File: src/rtl/frame_hdr_extract_if.sv
// Bus bundle between the ingress mux FIFOs, the header extractor, the packet
// buffer write port and the lookup request channel.
interface frame_hdr_extract_if;
    logic        ptr_sfifo_empty;
    logic        ptr_sfifo_rd;
    logic [15:0] ptr_sfifo_dout;
    logic        sfifo_rd;
    logic [7:0]  sfifo_dout;
    logic        pkt_bp;
    logic        pkt_wr;
    logic [7:0]  pkt_din;
    logic        pkt_sof;
    logic        pkt_eof;
    logic        hdr_req;
    logic        hdr_ack;
    logic [47:0] hdr_da;
    logic [47:0] hdr_sa;
    logic [3:0]  hdr_src;
    logic [10:0] hdr_len;
    logic [15:0] frame_cnt;
    logic [15:0] drop_cnt;

    modport master (
        input  ptr_sfifo_empty, ptr_sfifo_dout, sfifo_dout, pkt_bp, hdr_ack,
        output ptr_sfifo_rd, sfifo_rd, pkt_wr, pkt_din, pkt_sof, pkt_eof,
               hdr_req, hdr_da, hdr_sa, hdr_src, hdr_len, frame_cnt, drop_cnt
    );

    modport slave (
        output ptr_sfifo_empty, ptr_sfifo_dout, sfifo_dout, pkt_bp, hdr_ack,
        input  ptr_sfifo_rd, sfifo_rd, pkt_wr, pkt_din, pkt_sof, pkt_eof,
               hdr_req, hdr_da, hdr_sa, hdr_src, hdr_len, frame_cnt, drop_cnt
    );
endinterface

File: src/rtl/frame_hdr_extract.sv
// Frame header extractor: pops descriptors and bytes from the ingress mux FIFOs,
// streams bytes with SOF/EOF to the packet buffer and raises a DA/SA lookup request.
module frame_hdr_extract #(
    parameter int MIN_LEN = 12
) (
    input  logic                clk_sys,
    input  logic                rstn_sys,
    frame_hdr_extract_if.master bus
);
    localparam logic [10:0] MIN_LEN_C = 11'(MIN_LEN);

    typedef enum logic [2:0] {
        IDLE    = 3'd0,
        PTR_RD  = 3'd1,
        PTR_LAT = 3'd2,
        DATA    = 3'd3,
        DRAIN0  = 3'd4,
        DRAIN1  = 3'd5
    } state_t;

    state_t      state_r;
    state_t      state_nxt_s;

    logic [10:0] desc_len_s;
    logic [3:0]  desc_src_s;
    logic        desc_drop_s;
    logic        start_s;
    logic        unused_rsvd_s;

    logic        ptr_rd_r;
    logic        data_rd_r;
    logic [10:0] rd_cnt_r;
    logic [10:0] len_r;
    logic        drop_r;

    logic        cap_vld_r;
    logic [10:0] idx_r;
    logic        fwd_s;
    logic        fwd_first_s;
    logic        fwd_last_s;
    logic        fwd_hdr_done_s;

    logic        pkt_wr_r;
    logic [7:0]  pkt_din_r;
    logic        pkt_sof_r;
    logic        pkt_eof_r;
    logic        hdr_req_r;
    logic [47:0] hdr_da_r;
    logic [47:0] hdr_sa_r;
    logic [3:0]  hdr_src_r;
    logic [10:0] hdr_len_r;
    logic [15:0] frame_cnt_r;
    logic [15:0] drop_cnt_r;

    assign desc_len_s    = bus.ptr_sfifo_dout[10:0];
    assign desc_src_s    = bus.ptr_sfifo_dout[14:11];
    assign desc_drop_s   = (desc_len_s < MIN_LEN_C);
    assign unused_rsvd_s = bus.ptr_sfifo_dout[15];

    // A new frame is only started once the previous lookup has been accepted.
    assign start_s = !bus.ptr_sfifo_empty && !bus.pkt_bp && !hdr_req_r;

    // Next-state decode for the frame sequencer.
    always_comb begin
        state_nxt_s = state_r;
        case (state_r)
            IDLE: begin
                if (start_s) begin
                    state_nxt_s = PTR_RD;
                end else begin
                    state_nxt_s = IDLE;
                end
            end
            PTR_RD: begin
                state_nxt_s = PTR_LAT;
            end
            PTR_LAT: begin
                if (desc_len_s == 11'd0) begin
                    state_nxt_s = IDLE;
                end else begin
                    state_nxt_s = DATA;
                end
            end
            DATA: begin
                if (rd_cnt_r == 11'd1) begin
                    state_nxt_s = DRAIN0;
                end else begin
                    state_nxt_s = DATA;
                end
            end
            DRAIN0: begin
                state_nxt_s = DRAIN1;
            end
            DRAIN1: begin
                state_nxt_s = IDLE;
            end
            default: begin
                state_nxt_s = IDLE;
            end
        endcase
    end

    // Byte-stage qualifiers: the byte in sfifo_dout now has index idx_r.
    always_comb begin
        fwd_s          = cap_vld_r && !drop_r;
        fwd_first_s    = fwd_s && (idx_r == 11'd0);
        fwd_last_s     = fwd_s && (idx_r == (len_r - 11'd1));
        fwd_hdr_done_s = fwd_s && (idx_r == 11'd11);
    end

    // Sequencer state register.
    always_ff @(posedge clk_sys or negedge rstn_sys) begin
        if (!rstn_sys) begin
            state_r <= IDLE;
        end else begin
            state_r <= state_nxt_s;
        end
    end

    // FIFO pop strobes are registered from the next state so they align with PTR_RD/DATA.
    always_ff @(posedge clk_sys or negedge rstn_sys) begin
        if (!rstn_sys) begin
            ptr_rd_r  <= 1'b0;
            data_rd_r <= 1'b0;
        end else begin
            ptr_rd_r  <= (state_nxt_s == PTR_RD);
            data_rd_r <= (state_nxt_s == DATA);
        end
    end

    // Descriptor latch and data pop down-counter.
    always_ff @(posedge clk_sys or negedge rstn_sys) begin
        if (!rstn_sys) begin
            len_r    <= 11'd0;
            drop_r   <= 1'b0;
            rd_cnt_r <= 11'd0;
        end else if (state_r == PTR_LAT) begin
            len_r    <= desc_len_s;
            drop_r   <= desc_drop_s;
            rd_cnt_r <= desc_len_s;
        end else if (state_r == DATA) begin
            rd_cnt_r <= rd_cnt_r - 11'd1;
        end else begin
            rd_cnt_r <= rd_cnt_r;
        end
    end

    // Capture stage: marks the cycle a popped byte is present on sfifo_dout.
    always_ff @(posedge clk_sys or negedge rstn_sys) begin
        if (!rstn_sys) begin
            cap_vld_r <= 1'b0;
            idx_r     <= 11'd0;
        end else begin
            cap_vld_r <= data_rd_r;
            if (state_r == PTR_LAT) begin
                idx_r <= 11'd0;
            end else if (cap_vld_r) begin
                idx_r <= idx_r + 11'd1;
            end else begin
                idx_r <= idx_r;
            end
        end
    end

    // Packet buffer write port.
    always_ff @(posedge clk_sys or negedge rstn_sys) begin
        if (!rstn_sys) begin
            pkt_wr_r  <= 1'b0;
            pkt_din_r <= 8'd0;
            pkt_sof_r <= 1'b0;
            pkt_eof_r <= 1'b0;
        end else begin
            pkt_wr_r  <= fwd_s;
            pkt_sof_r <= fwd_first_s;
            pkt_eof_r <= fwd_last_s;
            if (fwd_s) begin
                pkt_din_r <= bus.sfifo_dout;
            end else begin
                pkt_din_r <= pkt_din_r;
            end
        end
    end

    // Header fields; untouched by runt frames so a pending lookup keeps its values.
    always_ff @(posedge clk_sys or negedge rstn_sys) begin
        if (!rstn_sys) begin
            hdr_da_r  <= 48'd0;
            hdr_sa_r  <= 48'd0;
            hdr_src_r <= 4'd0;
            hdr_len_r <= 11'd0;
        end else begin
            if ((state_r == PTR_LAT) && !desc_drop_s) begin
                hdr_src_r <= desc_src_s;
                hdr_len_r <= desc_len_s;
            end
            if (fwd_s && (idx_r < 11'd6)) begin
                hdr_da_r <= {hdr_da_r[39:0], bus.sfifo_dout};
            end else if (fwd_s && (idx_r < 11'd12)) begin
                hdr_sa_r <= {hdr_sa_r[39:0], bus.sfifo_dout};
            end
        end
    end

    // Lookup request: rises with the last SA byte, drops after an accepted ack.
    always_ff @(posedge clk_sys or negedge rstn_sys) begin
        if (!rstn_sys) begin
            hdr_req_r <= 1'b0;
        end else if (hdr_req_r && bus.hdr_ack) begin
            hdr_req_r <= 1'b0;
        end else if (fwd_hdr_done_s) begin
            hdr_req_r <= 1'b1;
        end else begin
            hdr_req_r <= hdr_req_r;
        end
    end

    // Forwarded and dropped frame counters, free-running with wrap.
    always_ff @(posedge clk_sys or negedge rstn_sys) begin
        if (!rstn_sys) begin
            frame_cnt_r <= 16'd0;
            drop_cnt_r  <= 16'd0;
        end else begin
            if (fwd_last_s) begin
                frame_cnt_r <= frame_cnt_r + 16'd1;
            end
            if ((state_r == PTR_LAT) && desc_drop_s) begin
                drop_cnt_r <= drop_cnt_r + 16'd1;
            end
        end
    end

    assign bus.ptr_sfifo_rd = ptr_rd_r;
    assign bus.sfifo_rd     = data_rd_r;
    assign bus.pkt_wr       = pkt_wr_r;
    assign bus.pkt_din      = pkt_din_r;
    assign bus.pkt_sof      = pkt_sof_r;
    assign bus.pkt_eof      = pkt_eof_r;
    assign bus.hdr_req      = hdr_req_r;
    assign bus.hdr_da       = hdr_da_r;
    assign bus.hdr_sa       = hdr_sa_r;
    assign bus.hdr_src      = hdr_src_r;
    assign bus.hdr_len      = hdr_len_r;
    assign bus.frame_cnt    = frame_cnt_r;
    assign bus.drop_cnt     = drop_cnt_r;
endmodule

File: src/flat_wrapper.sv
// flat-port wrapper written by rule: the top's interface ports become plain ports
module frame_hdr_extract_flat 
#(
    parameter int MIN_LEN = 12
)
  (clk_sys, rstn_sys, bus_ptr_sfifo_empty, bus_ptr_sfifo_dout, bus_sfifo_dout, bus_pkt_bp, bus_hdr_ack, bus_ptr_sfifo_rd, bus_sfifo_rd, bus_pkt_wr, bus_pkt_din, bus_pkt_sof, bus_pkt_eof, bus_hdr_req, bus_hdr_da, bus_hdr_sa, bus_hdr_src, bus_hdr_len, bus_frame_cnt, bus_drop_cnt);
  frame_hdr_extract_if bus_i ();
  input  logic clk_sys;
  input  logic rstn_sys;
  input wire logic [$bits(bus_i.ptr_sfifo_empty)-1:0] bus_ptr_sfifo_empty;
  input wire logic [$bits(bus_i.ptr_sfifo_dout)-1:0] bus_ptr_sfifo_dout;
  input wire logic [$bits(bus_i.sfifo_dout)-1:0] bus_sfifo_dout;
  input wire logic [$bits(bus_i.pkt_bp)-1:0] bus_pkt_bp;
  input wire logic [$bits(bus_i.hdr_ack)-1:0] bus_hdr_ack;
  output wire logic [$bits(bus_i.ptr_sfifo_rd)-1:0] bus_ptr_sfifo_rd;
  output wire logic [$bits(bus_i.sfifo_rd)-1:0] bus_sfifo_rd;
  output wire logic [$bits(bus_i.pkt_wr)-1:0] bus_pkt_wr;
  output wire logic [$bits(bus_i.pkt_din)-1:0] bus_pkt_din;
  output wire logic [$bits(bus_i.pkt_sof)-1:0] bus_pkt_sof;
  output wire logic [$bits(bus_i.pkt_eof)-1:0] bus_pkt_eof;
  output wire logic [$bits(bus_i.hdr_req)-1:0] bus_hdr_req;
  output wire logic [$bits(bus_i.hdr_da)-1:0] bus_hdr_da;
  output wire logic [$bits(bus_i.hdr_sa)-1:0] bus_hdr_sa;
  output wire logic [$bits(bus_i.hdr_src)-1:0] bus_hdr_src;
  output wire logic [$bits(bus_i.hdr_len)-1:0] bus_hdr_len;
  output wire logic [$bits(bus_i.frame_cnt)-1:0] bus_frame_cnt;
  output wire logic [$bits(bus_i.drop_cnt)-1:0] bus_drop_cnt;
  assign bus_i.ptr_sfifo_empty = bus_ptr_sfifo_empty;
  assign bus_i.ptr_sfifo_dout = bus_ptr_sfifo_dout;
  assign bus_i.sfifo_dout = bus_sfifo_dout;
  assign bus_i.pkt_bp = bus_pkt_bp;
  assign bus_i.hdr_ack = bus_hdr_ack;
  assign bus_ptr_sfifo_rd = bus_i.ptr_sfifo_rd;
  assign bus_sfifo_rd = bus_i.sfifo_rd;
  assign bus_pkt_wr = bus_i.pkt_wr;
  assign bus_pkt_din = bus_i.pkt_din;
  assign bus_pkt_sof = bus_i.pkt_sof;
  assign bus_pkt_eof = bus_i.pkt_eof;
  assign bus_hdr_req = bus_i.hdr_req;
  assign bus_hdr_da = bus_i.hdr_da;
  assign bus_hdr_sa = bus_i.hdr_sa;
  assign bus_hdr_src = bus_i.hdr_src;
  assign bus_hdr_len = bus_i.hdr_len;
  assign bus_frame_cnt = bus_i.frame_cnt;
  assign bus_drop_cnt = bus_i.drop_cnt;
  frame_hdr_extract #(.MIN_LEN(MIN_LEN)) u_core (.clk_sys(clk_sys), .rstn_sys(rstn_sys), .bus(bus_i));
endmodule
File: config.mk
export PLATFORM = sky130hd
export DESIGN_NAME = frame_hdr_extract_flat
export DESIGN_NICKNAME = d
export VERILOG_FILES = /design/src/rtl/frame_hdr_extract_if.sv /design/src/rtl/frame_hdr_extract.sv /design/src/flat_wrapper.sv
export SDC_FILE = /design/constraint.sdc
export NUM_CORES = 1
export LEC_CHECK = 0
export ABC_AREA = 1
export ABC_CLOCK_PERIOD_IN_PS = 2800
export CAP_MARGIN = 40
export CORE_UTILIZATION = 57
export CTS_BUF_LIST = sky130_fd_sc_hd__clkbuf_2
export DETAILED_ROUTE_END_ITERATION = 10
export GPL_TIMING_DRIVEN = 0
export PLACE_DENSITY = 0.88
export SYNTH_ARGS = -nofsm -noshare
export SYNTH_HDL_FRONTEND = slang
export SYNTH_SLANG_ARGS = --single-unit
export TNS_END_PERCENT = 10
File: constraint.sdc
create_clock -name clk_sys -period 2.8 [get_ports clk_sys]
set_input_delay 0.28 -clock clk_sys [delete_from_list [all_inputs] [get_ports clk_sys]]
set_output_delay 0.28 -clock clk_sys [all_outputs]
set_load 0.01 [all_outputs]
==> impl_metrics.ini <==
[clocking]
clkLatencyLatePin_ps = 770
cts_root_buf = clkbuf_2
htree_levels = 4
cts.sinks = 195
cts-resized-gates = 0
clkTransAtPathRegs_ps = 270
cts.path.max_buffers = 2
cts_tree = done
cts_buffers = 17

[timing]
relSlewSlack_pct = 58.7
skew_ps = 36.7
setup_viol = 0
slew_viol_final = 0
clock.fmax_mhz = 445
fin_crit_sh_pct = 80.2
final.setup.worst_slack_ps = 555
rsz0062_at_grt = false
worst_pin_slew_ps = 619
holdWs_ps = 94.3
finalCriticalPeriod_ps = 2240
hold_viol = 0

[yosys]
synth.most_common_cell = nand2_1
synth_top_area_share_pct = 54.7
synth_commonest_cells = nand2_1, dfrtp_1, inv_1
ys_top_cells_by_area = dfrtp_1, nand2_1, o21ai_0
syn_area_per_cell_sq_um = 9.10
syn_nets = 1016
ys_seq_area_share_pct = 54.7
synth_area_leader_cell = dfrtp_1
yosysWarnings = 0
ys_ff_latch = 195
synth_cells = 980
synth_edf_count = 0
ys_types = 37
synthArstFlopShare_pct = 100
synthFlopType = dfrtp_1
syn-cell-area_sq_um = 8920

[worst_hold_path]
hold_path.class = primary input to flip-flop

[worst_setup_path]
cp.arrival_ps = 2940
critical_path.startpoint_type = flip-flop
worst-path-max-fanout = 10
crit_path_end_kind = flip-flop
required_ps = 3490
worst-setup-path-type = flip-flop to flip-flop

[pwr]
powerDensity_nw_per_um2 = 385
power.total_uw = 4380
vdd_drop_max_uv = 257
p_leak_uw = 0.00540

[run]
maxCapViolCount = 0

[placement]
io_buffers = 184
gp_congestion = 0.904
pre_cts_slack_ps = 593
dp_hpwl_um = 15900
dp_cells = 1376

[die]
die_area_sq_um = 16200
row_count = 45
core_area_sq_um = 15300
ios = 186
fp.dieH_um = 127
start_util_pct = 58.5
dieWidth_um = 127

[status]
status = completed

[routing]
drc_errors = 0
wirelength_um = 21400
viasPerCell = 5.21
drtIter0Drc = 414
post_drt_wl_per_cell_um = 15.1
ant_nets = 0
vias = 7373
drt_pre_antenna_iters = 5

[final_layout]
area_growth_pct = 27.7
nNetsFinal = 1227
drive_gt1_share_pct = 8.64
layout.cells.non_filler = 1416

[global_routing]
grt_max_degree = 116
grt_pass1_vias = 7050
antenna_found_initial = 1
grt_pass1_wl_um = 35000
grt_usage_pct = 27.9
grt_remaining_overflow = 0
-- sequential cells by signal, indices dropped and copies added, names as in the netlist, 3 cells and up --
signal and count:
u_core.bus.frame_cnt 16, u_core.bus.pkt_din 8, u_core.rd_cnt_r 11, u_core.bus.drop_cnt 16, u_core.len_r 11, u_core.bus.hdr_len 11
u_core.bus.hdr_sa 48, u_core.bus.hdr_da 48, u_core.idx_r 11, u_core.bus.hdr_src 4, u_core.state_r 3
-- logic make-up after synthesis --
| logic type | count (synthesis) | share of synthesized area (%) |
|---|---|---|
| flops | 195 | 54.7 |
| xor+xnor | 29 | 2.85 |
| mux | 40 | 6.06 |
| simple gates | 441 | 21.5 |
| buf+inv | 151 | 6.87 |
| fa+ha+maj | 7 | 0.982 |
| compound gates | 117 | 7.00 |
-- per-stage QoR --
stage	util [%]	TNS, ps	area, sq um
floorplan	-	0	8920
detailed placement	72.5	0	11100
global placement	72.3	-1256330	11000
finish	74.7	0	11400
CTS	74.5	0	11400
global route	74.7	0	11400
-- cell type report --
| type | instances | area, sq um |
|---|---|---|
| flip-flops and latches | 195 | 4880 |
| fillers | 1041 | 3870 |
| multi-input cells | 634 | 3430 |
| repair buffers | 192 | 1940 |
| inverters | 126 | 473 |
| well taps | 211 | 264 |
| clock inverters | 15 | 175 |
| plain buffers | 25 | 140 |
| clock buffers | 17 | 85.1 |
| diodes | 1 | 2.50 |
-- repair_timing --
action / in CTS / in global routing
hold endpoints to repair: 120 / 20
hold buffers: 5 / 2
setup endpoints to repair: 0 / 0
setup buffers: 0 / 0
-- routing by layer --
| layer | up-vias | global-route usage [%] | routed length (um) |
|---|---|---|---|
| met5 | - | 0 | 0 |
| met4 | 0 | 11.7 | 635 |
| met3 | 40 | 6.66 | 1200 |
| met2 | 234 | 45.9 | 10300 |
| met1 | 3526 | 35.5 | 9210 |
| li1 | 3573 | - | - |
-- final timing paths --
kind	start	cells past startpoint	slack [ps]	to
worst min-delay path	bus_sfifo_dout[2]	3	90	u_core.bus.hdr_sa[2]
max in group asynchronous	rstn_sys	4	1300	u_core.len_r[3]
worst max register to register	u_core.len_r[0]	12	560	u_core.bus.frame_cnt[8]
worst max-delay path	u_core.len_r[0]	12	560	u_core.bus.frame_cnt[8]
min in group asynchronous	rstn_sys	3	530	u_core.bus.hdr_sa[40]
worst min register to register	u_core.bus.sfifo_rd	0	410	u_core.cap_vld_r
-- where the power goes --
part	total [uW]	internal, uW	leakage (uW)	switching, uW
Sequential	2830	2820	0.00245	0.531
Clock	1440	440	0.000151	999
Combinational	118	47.2	0.00280	71.2
Total	4380	3310	0.00540	1070
-- placed cells by master, fill, tap and decap left out, drive strengths merged, types with 2 or more instances in the layout --
cell           netlist  final
o211ai               5      5
clkdlybuf4s50        0    183
mux2                40     40
a21oi                5      5
o311ai               3      3
bufinv               0      2
clkinv               0      7
nand2              272    272
xor2                19     19
buf                 14     16
dfrtp              195    195
inv                126    131
ha                   7      7
a31oi                2      2
nand3               47     47
nand3b               2      2
nand4               26     26
nor3                18     18
xnor2               10     10
nor2                69     69
o21ai              100    100
nor4                 5      5
dlygate4sd3          0      7
clkbuf              11     28
-- worst max-delay path, cell delays in order, from the launching register on --
cell and delay [ps]:
dfrtp_1 440, inv_1 120, ha_1 290, nand2_1 130, nor2_1 150, nand2_1 110, nand3_1 140, nand3b_1 90
nor2_1 270, buf_4 230, nand3_1 70, nand2_1 70, nand2_1 60
Power figures use the tool's default switching activity.
